**src/rtl/clk_div_arbiter.sv**
```systemverilog
// clk_div_arbiter
//   Round-robin scheduler that shares one clk_div among NREQ requesters.
//   Each requester asks for a burst of divided-clock pulses. The arbiter
//   grants one requester at a time, enables the divider, forwards its
//   pulses to the winner, counts them and strobes done on completion.
//   Between bursts the divider is held disabled so every burst starts
//   from the divider's preset phase.
//
// Ports
//   clk_in     : system clock, all logic on posedge
//   rst        : synchronous active-high reset
//   req        : per-requester request level, dropping it aborts a burst
//   len        : burst lengths, requester i uses len[i*CNT_W +: CNT_W]
//   grant      : registered one-hot grant
//   done       : registered one-cycle completion strobe to the winner
//   tick       : div_pulse routed to the granted requester (RUN only)
//   busy       : high whenever the arbiter is not idle
//   div_enable : registered enable for the shared clk_div
//   div_pulse  : pulse output of the shared clk_div
//
// state | meaning
// IDLE  | divider disabled, choosing the next requester
// RUN   | divider enabled, pulses forwarded to and counted for the winner
// GAP   | divider held disabled to reload its preset before the next grant

module clk_div_arbiter #(
  parameter int NREQ     = 2,
  parameter int CNT_W    = 8,
  parameter int IDLE_GAP = 2
) (
  input  logic                  clk_in,
  input  logic                  rst,
  input  logic [NREQ-1:0]       req,
  input  logic [NREQ*CNT_W-1:0] len,
  output logic [NREQ-1:0]       grant,
  output logic [NREQ-1:0]       done,
  output logic [NREQ-1:0]       tick,
  output logic                  busy,
  output logic                  div_enable,
  input  logic                  div_pulse
);

  localparam int IDX_W = (NREQ > 1) ? $clog2(NREQ) : 1;
  localparam int GAP_W = (IDLE_GAP > 0) ? $clog2(IDLE_GAP + 1) : 1;
  localparam logic [GAP_W-1:0] GAP_LOAD = GAP_W'(IDLE_GAP);
  localparam logic [GAP_W-1:0] GAP_ONE  = GAP_W'(1);
  localparam logic [CNT_W-1:0] REM_ONE  = CNT_W'(1);
  localparam logic [IDX_W-1:0] LAST_RST = IDX_W'(NREQ - 1);

  typedef enum logic [1:0] {
    S_IDLE,
    S_RUN,
    S_GAP
  } state_t;

  state_t           state_q;
  logic [NREQ-1:0]  grant_q;
  logic [NREQ-1:0]  done_q;
  logic             div_en_q;
  logic [CNT_W-1:0] rem_q;
  logic [IDX_W-1:0] last_q;
  logic [GAP_W-1:0] gap_q;

  logic             win_found;
  logic [IDX_W-1:0] last_d;
  logic [NREQ-1:0]  grant_d;
  logic [CNT_W-1:0] rem_d;
  logic             final_pulse;

  // Round-robin search starting just after the previous winner, wrapping.
  always_comb begin
    int cand;
    win_found = 1'b0;
    last_d    = last_q;
    cand      = 0;
    for (int k = 1; k <= NREQ; k++) begin
      cand = int'(last_q) + k;
      if (cand >= NREQ) cand = cand - NREQ;
      if (!win_found && req[cand]) begin
        win_found = 1'b1;
        last_d    = cand[IDX_W-1:0];
      end
    end
    grant_d         = '0;
    grant_d[last_d] = win_found;
    rem_d           = len[last_d*CNT_W +: CNT_W];
  end

  assign final_pulse = div_pulse && (rem_q == REM_ONE);

  assign grant      = grant_q;
  assign done       = done_q;
  assign div_enable = div_en_q;
  assign busy       = (state_q != S_IDLE);
  // Zero-latency forward; pulses outside RUN (e.g. the zero-length grant
  // cycle in GAP) are not routed.
  assign tick       = (state_q == S_RUN && div_pulse) ? grant_q : '0;

  always_ff @(posedge clk_in) begin
    if (rst) begin
      state_q  <= S_IDLE;
      grant_q  <= '0;
      done_q   <= '0;
      div_en_q <= 1'b0;
      rem_q    <= '0;
      last_q   <= LAST_RST;
      gap_q    <= '0;
    end else begin
      done_q <= '0;
      case (state_q)
        S_IDLE: begin
          if (win_found) begin
            grant_q <= grant_d;
            rem_q   <= rem_d;
            last_q  <= last_d;
            if (rem_d == '0) begin
              // Zero-length burst: grant for one cycle, done in GAP.
              state_q <= S_GAP;
              gap_q   <= GAP_LOAD;
            end else begin
              div_en_q <= 1'b1;
              state_q  <= S_RUN;
            end
          end
        end
        S_RUN: begin
          if (div_pulse) rem_q <= rem_q - REM_ONE;
          // Completion has priority over an abort in the same cycle.
          if (final_pulse || !req[last_q]) begin
            done_q   <= final_pulse ? grant_q : '0;
            grant_q  <= '0;
            div_en_q <= 1'b0;
            state_q  <= S_GAP;
            gap_q    <= GAP_LOAD;
          end
        end
        S_GAP: begin
          if (grant_q != '0) begin
            done_q  <= grant_q;
            grant_q <= '0;
          end
          // GAP always lasts at least one cycle, even with IDLE_GAP = 0.
          if (gap_q <= GAP_ONE) state_q <= S_IDLE;
          else                  gap_q   <= gap_q - GAP_ONE;
        end
        default: state_q <= S_IDLE;
      endcase
    end
  end

endmodule
```
**config.mk**
```make
export PLATFORM = sky130hd
export DESIGN_NAME = clk_div_arbiter
export DESIGN_NICKNAME = d
export VERILOG_FILES = /design/src/rtl/clk_div_arbiter.sv
export SDC_FILE = /design/constraint.sdc
export NUM_CORES = 1
export LEC_CHECK = 0
export CAP_MARGIN = 30
export CORE_MARGIN = 4
export CORE_UTILIZATION = 30
export CTS_BUF_LIST = sky130_fd_sc_hd__clkbuf_8
export CTS_CLUSTER_SIZE = 10
export DETAILED_ROUTE_END_ITERATION = 8
export MAX_ROUTING_LAYER = met4
export PLACE_DENSITY = 0.6
export RECOVER_POWER = 50
export SYNTH_ARGS = -nofsm -noshare
export SYNTH_HDL_FRONTEND = slang
export SYNTH_SLANG_ARGS = --single-unit
```
**constraint.sdc**
```tcl
create_clock -name clk_in -period 2 [get_ports clk_in]
set_input_delay 0.3 -clock clk_in [delete_from_list [all_inputs] [get_ports clk_in]]
set_output_delay 0.3 -clock clk_in [all_outputs]
set_load 0.05 [all_outputs]
```
==> summary.txt, run 1 <==
antenna-violating nets left: 0
Main synth FF type: dfxtp_1
Critical path buffers and inverters: 2
post-layout min period: 1850 ps
CP max stage cell: a311oi_2
Area Growth Syn to Fin: 36.3%
outcome: finished, final reports clean
pre-CTS WS: -40.9 ps
Hold Crit Class: reg2reg
CP Data Arrival Time: 2050 ps
die span in y: 73.8 um
clk_lat worst skew: 260 ps
routed wire length: 3.51 mm
WL/cell: 14.0 um
Overall Global Routing Usage: 13.4%
Setup TNS: 0 ps
Post-synth EDFFs: 0
crit start category: flop
Placed Area: 1770 um^2
Comb pwr share: 62.8%
I/O Pins: 29
count of final hold-check violations: 0
Tcrit/Tclk final: 92.3%
Post-Synthesis Net Count: 186
die area: 5450 um^2
Core ar.: 4090 um^2
top post-synthesis cells by area: dfxtp_1 28%, ha_1 6.7%, a21oi_1 4.6%
Inst Count DP: 246
Detailed Routing Iterations Pass 1: 4
vias in the first global route: 1176
Max Cap Viol: 0
FMAX: 541 MHz
leakage: 0.740 nW
setup repair bufs after CTS: 0
CTS H-tree depth: 1
CTS root buf: clkbuf_8
fin. max-slew vios: 0
CTS Buffer Depth: 2
Detail Placement HPWL: 2.74 mm
fin nets: 229
Post-Syn Instances: 158
Critical path origin: rem_q[1]$_SDFFE_PP0P_
Critical Path RT: 2210 ps
register bit total from synthesis: 18
# diodes: 0
CTS buffer count: 3
Non-Filler Instances: 250
Initial Util: 31.8%
critical path class: reg2reg
Netlist cell types: 52
cell family with the largest share of critical-path delay: compound AO/OA/AOI/OAI gates
Clk pwr share: 12.0%
async set-reset flop share out of synthesis: 0%
Max FO, Critical Path: 4
Total Power: 2.54 mW
CTS tree: yes
relative slew slack: 66.4%
Final setup viols: 0
setup ws final: 153 ps
Tightest Pin Transition: 502 ps
Die X: 73.8 um
cell accounting for the most synthesized area: dfxtp_1
pin count of the biggest net entering global routing: 19
worst-path cell chain: inv_1 -> ha_1 -> and4bb_1 -> a311oi_2 -> nor3_2 -> buf_4 -> a21boi_0 -> o21ba_1
post-synth top area share: 27.7%
Finished Cell Area: 1770 um^2
Yosys Warn Count: 0
syn avg cell area: 8.22 um^2
routability cong.: 0.895
mapped cell area: 1300 um^2
RSZ-0062 raised after global routing: false
vias post-DR: 1289
Seq/Total Area, Yosys: 27.7%
global-route wire length before repair: 5.57 mm
RR Startpoint: rem_q[1]$_SDFFE_PP0P_
Final Skew: 2.03 ps
sw frac: 46.9%
initial DRC count: 71
row count: 23
worst hold start: rem_q[1]$_SDFFE_PP0P_
DR DRC count: 0
hold_buf cts: 0
fin util: 43.3%
share of cells above drive strength 1: 18.0%
crit-path max cell delay: 390 ps
Power Density: 1430 nW/um^2
Seq pwr share: 25.2%
Overflow after GRT: 0
drt via density: 5.16
hold_ws: 493 ps
register clock-pin slew on the reported worst setup and hold paths: 70 ps
cts repair resizes: 0
CTS sink count: 18
maximum resistive drop on vdd: 0.000376 V
P_int: 1.35 mW
IO buf count: 28
sw power: 1.19 mW
initial antenna violation count: 0
endpoint class of the critical path: flop
registers in the layout, summed over array words and instances, names as in the netlist:
register,flops
done,2
rem_q,8
div_enable,1
state_q,2
gap_q,2
grant,2
last_q,1
routing by layer:
layer	share of wire [%]	global-route usage, %
met1	49	18.3
met4	1.3	3.62
met3	5.0	1.92
met5	0	-
met2	45	20.6
synthesized netlist by cell type (3+ instances only):
master and instances:
a31oi_1 4, dfxtp_1 18, o21ai_0 8, mux2_1 4, a21oi_1 12, nor4_1 4, nand2_1 13, ha_1 7
clkbuf_1 5, nor2_1 9, mux2i_1 4, nand3_1 5, inv_1 10, o22ai_1 3, nand2b_1 4
power by group through the flow:
stage	combinational (mW)	clock, mW	sequential, mW
after floorplan	1.09	0	0.685
after global placement	1.67	0	0.650
after detailed placement	1.67	0	0.651
after CTS	1.68	0.315	0.643
after global routing	1.77	0.332	0.662
final	1.60	0.305	0.639
cell families after synthesis:
family,share of synthesized area (%)
and+or+nand+nor,27.8
AOI/OAI and AO/OA,25.4
buffers and inverters,5.68
DFF,27.7
muxes,6.55
adders and majority gates,6.74
placed cells by master, fill, tap and decap left out, types with 3 or more instances in the layout:
master           instances
nand3_1                  5
dlygate4sd3_1            4
a21oi_1                 12
dfxtp_1                 18
inv_1                   10
clkbuf_2                 3
mux2i_1                  4
buf_4                   17
nor4_1                   5
o21ai_0                  8
a31oi_1                  4
mux2_1                   4
ha_1                     7
o22ai_1                  3
clkdlybuf4s50_1         21
clkbuf_8                 4
nand2_1                 13
nor2_1                   9
nand2b_1                 4
worst min-delay path, stage by stage (launching register included):
cell and delay, ps:
dfxtp_1 340, nand2_1 60, a21oi_1 50
layout make-up:
cell class,instances,area [um^2]
well taps,50,62.6
repair buffers,46,397
flip-flops and latches,18,360
multi-input cells,122,858
inverters,10,37.5
fillers,438,2320
clock buffers,4,55.1
final timing paths:
kind,end,slack (ps),depth (start not counted)
max,gap_q[0]$_SDFFE_PP0P_,150,8
min,rem_q[1]$_SDFFE_PP0P_,490,2
max reg2reg,gap_q[0]$_SDFFE_PP0P_,150,8
min reg2reg,rem_q[1]$_SDFFE_PP0P_,490,2
Note: power is estimated with default switching activity, not from simulation.
==> run 2, diff against run 1 <==
--- a/config.mk
+++ b/config.mk
@@ -12,7 +12,7 @@
 export CTS_CLUSTER_SIZE = 10
 export DETAILED_ROUTE_END_ITERATION = 8
 export MAX_ROUTING_LAYER = met4
-export PLACE_DENSITY = 0.6
+export PLACE_DENSITY = 0.49
 export RECOVER_POWER = 50
 export SYNTH_ARGS = -nofsm -noshare
 export SYNTH_HDL_FRONTEND = slang
==> summary.txt, run 2 (synthesis gave the netlist of run 1 again) <==
outcome: finished, final reports clean
met1 GRT Util: 20.2%
RSZ-0062 raised after global routing: false
Worst R2R Path Depth: 7
IO buf count: 28
CP Capture Point: div_enable$_SDFFE_PP0P_
max FFs per register: 8
fin nets: 233
crit-path max cell delay: 630 ps
hold_ws: 498 ps
Max FO, Critical Path: 5
global-route wire length before repair: 6.59 mm
commonest non-fill, non-tap cells in the layout: 22 x buf_4, 20 x clkdlybuf4s50_1, 18 x dfxtp_1
Critical path origin: req[0]
die span in y: 73.8 um
Critical path buffers and inverters: 2
R2R setup slack: 140 ps
worst r2r dst: gap_q[0]$_SDFFE_PP0P_
vias in the first global route: 1390
drt via density: 5.35
WL/cell: 15.2 um
CTS H-tree depth: 1
Setup TNS: 0 ps
clk_lat worst skew: 260 ps
Final Skew: 3.37 ps
setup repair bufs after CTS: 0
I/O Pins: 29
Final setup viols: 0
Max Cap Viol: 0
Overall Global Routing Usage: 15.9%
CTS root buf: clkbuf_8
Largest Register: rem_q
die area: 5450 um^2
share of cells above drive strength 1: 20.6%
pre-CTS WS: -95.9 ps
hold_buf cts: 0
pin count of the biggest net entering global routing: 18
Tightest Pin Transition: 527 ps
critical path class: in2reg
met2 Track Usage GR: 24.7%
leakage: 0.768 nW
Initial Util: 31.8%
CTS sink count: 18
Detailed Routing Iterations Pass 1: 4
DR DRC count: 0
initial DRC count: 75
Critical Path RT: 2130 ps
Core ar.: 4090 um^2
Total Power: 2.58 mW
Hold Crit Class: reg2reg
Tcrit/Tclk final: 93.1%
number of fill cells in the layout: 410
relative slew slack: 64.7%
CTS buffer count: 3
M3 GR Usage: 3.28%
setup ws final: 138 ps
initial antenna violation count: 0
Power Density: 1420 nW/um^2
routability cong.: 0.857
CP max stage cell: clkdlybuf4s50_1
RR Startpoint: rem_q[1]$_SDFFE_PP0P_
CTS tree: yes
CP Data Arrival Time: 1990 ps
cell family with the largest share of critical-path delay: buffers and inverters
fin. max-slew vios: 0
routed wire length: 3.87 mm
Area Growth Syn to Fin: 39.4%
maximum resistive drop on vdd: 0.000400 V
# diodes: 0
CTS Buffer Depth: 2
antenna-violating nets left: 0
Detail Placement HPWL: 3.13 mm
worst hold start: rem_q[5]$_SDFFE_PP0P_
crit start category: input pin
FMAX: 537 MHz
vias post-DR: 1359
register clock-pin slew on the reported worst setup and hold paths: 70 ps
Overflow after GRT: 0
commonest non-fill, non-tap cell in the layout: buf_4
count of final hold-check violations: 0
Die X: 73.8 um
row count: 23
worst-path cell chain: clkdlybuf4s50_1 -> nor2b_4 -> o211ai_2 -> buf_4 -> nand2_1 -> a2111oi_0 -> o21ai_0
cts repair resizes: 0
endpoint class of the critical path: flop
post-layout min period: 1860 ps
Stages on worst setup path: 7
busiest grt layer: met2
[run 2: cell types whose count changed in the layout (fill, tap and decap cells not counted)]
cell and delta:
clkbuf_1 -1, or2_0 -1, nor4_2 +1, or2_1 +1, buf_4 +5, a21boi_0 -1
dlygate4sd3_1 +1, a21boi_1 +1, and2_0 +1, nor4_1 -1, clkdlybuf4s50_1 -1, and2_1 -1
[run 2: per-stage QoR]
stage	utilization, %	instances	instance area [um^2]
floorplan	-	158	1300
global placement	43.8	250	1790
detailed placement	43.8	250	1790
CTS	45.1	254	1840
global route	44.3	254	1810
finish	44.3	254	1810
[run 2: cell type report]
| cell class | count | area [um^2] | share of cell area (%) |
|---|---|---|---|
| Sequential cell | 18 | 360 | 19.9 |
| Multi-Input combinational cell | 122 | 865 | 47.8 |
| Timing Repair Buffer | 50 | 430 | 23.8 |
| Clock buffer | 4 | 55.1 | 3.04 |
| Inverter | 10 | 37.5 | 2.07 |
| Tap cell | 50 | 62.6 | 3.46 |
[run 2: worst min path at each step]
stage | end | slack [ps] | depth (start not counted)
detailed placement | rem_q[5]$_SDFFE_PP0P_ | 490 | 2
CTS | rem_q[5]$_SDFFE_PP0P_ | 500 | 2
floorplan | grant[0]$_SDFFE_PP0P_ | 440 | 2
global placement | rem_q[5]$_SDFFE_PP0P_ | 470 | 2
finish | rem_q[5]$_SDFFE_PP0P_ | 500 | 2
global route | rem_q[7]$_SDFFE_PP0P_ | 520 | 2
[run 2: tightest hold or removal path, delay by kind of cell (launching register included)]
family	cells	cell delay, ps
simple gates	1	60
flops	1	330
compound gates	1	70
[run 2: layer usage]
metal / wire length (um) / vias to the layer above / part of all wire, %
met4: 92 / 0 / 2.4
li1: - / 679 / -
met1: 1850 / 629 / 48
met3: 260 / 10 / 6.7
met2: 1660 / 41 / 43
met5: 0 / - / 0
[run 2: power by group]
| part | internal [mW] | switching, mW | total (mW) |
|---|---|---|---|
| Clock | 0.175 | 0.129 | 0.304 |
| Sequential | 0.503 | 0.142 | 0.645 |
| Combinational | 0.671 | 0.960 | 1.63 |
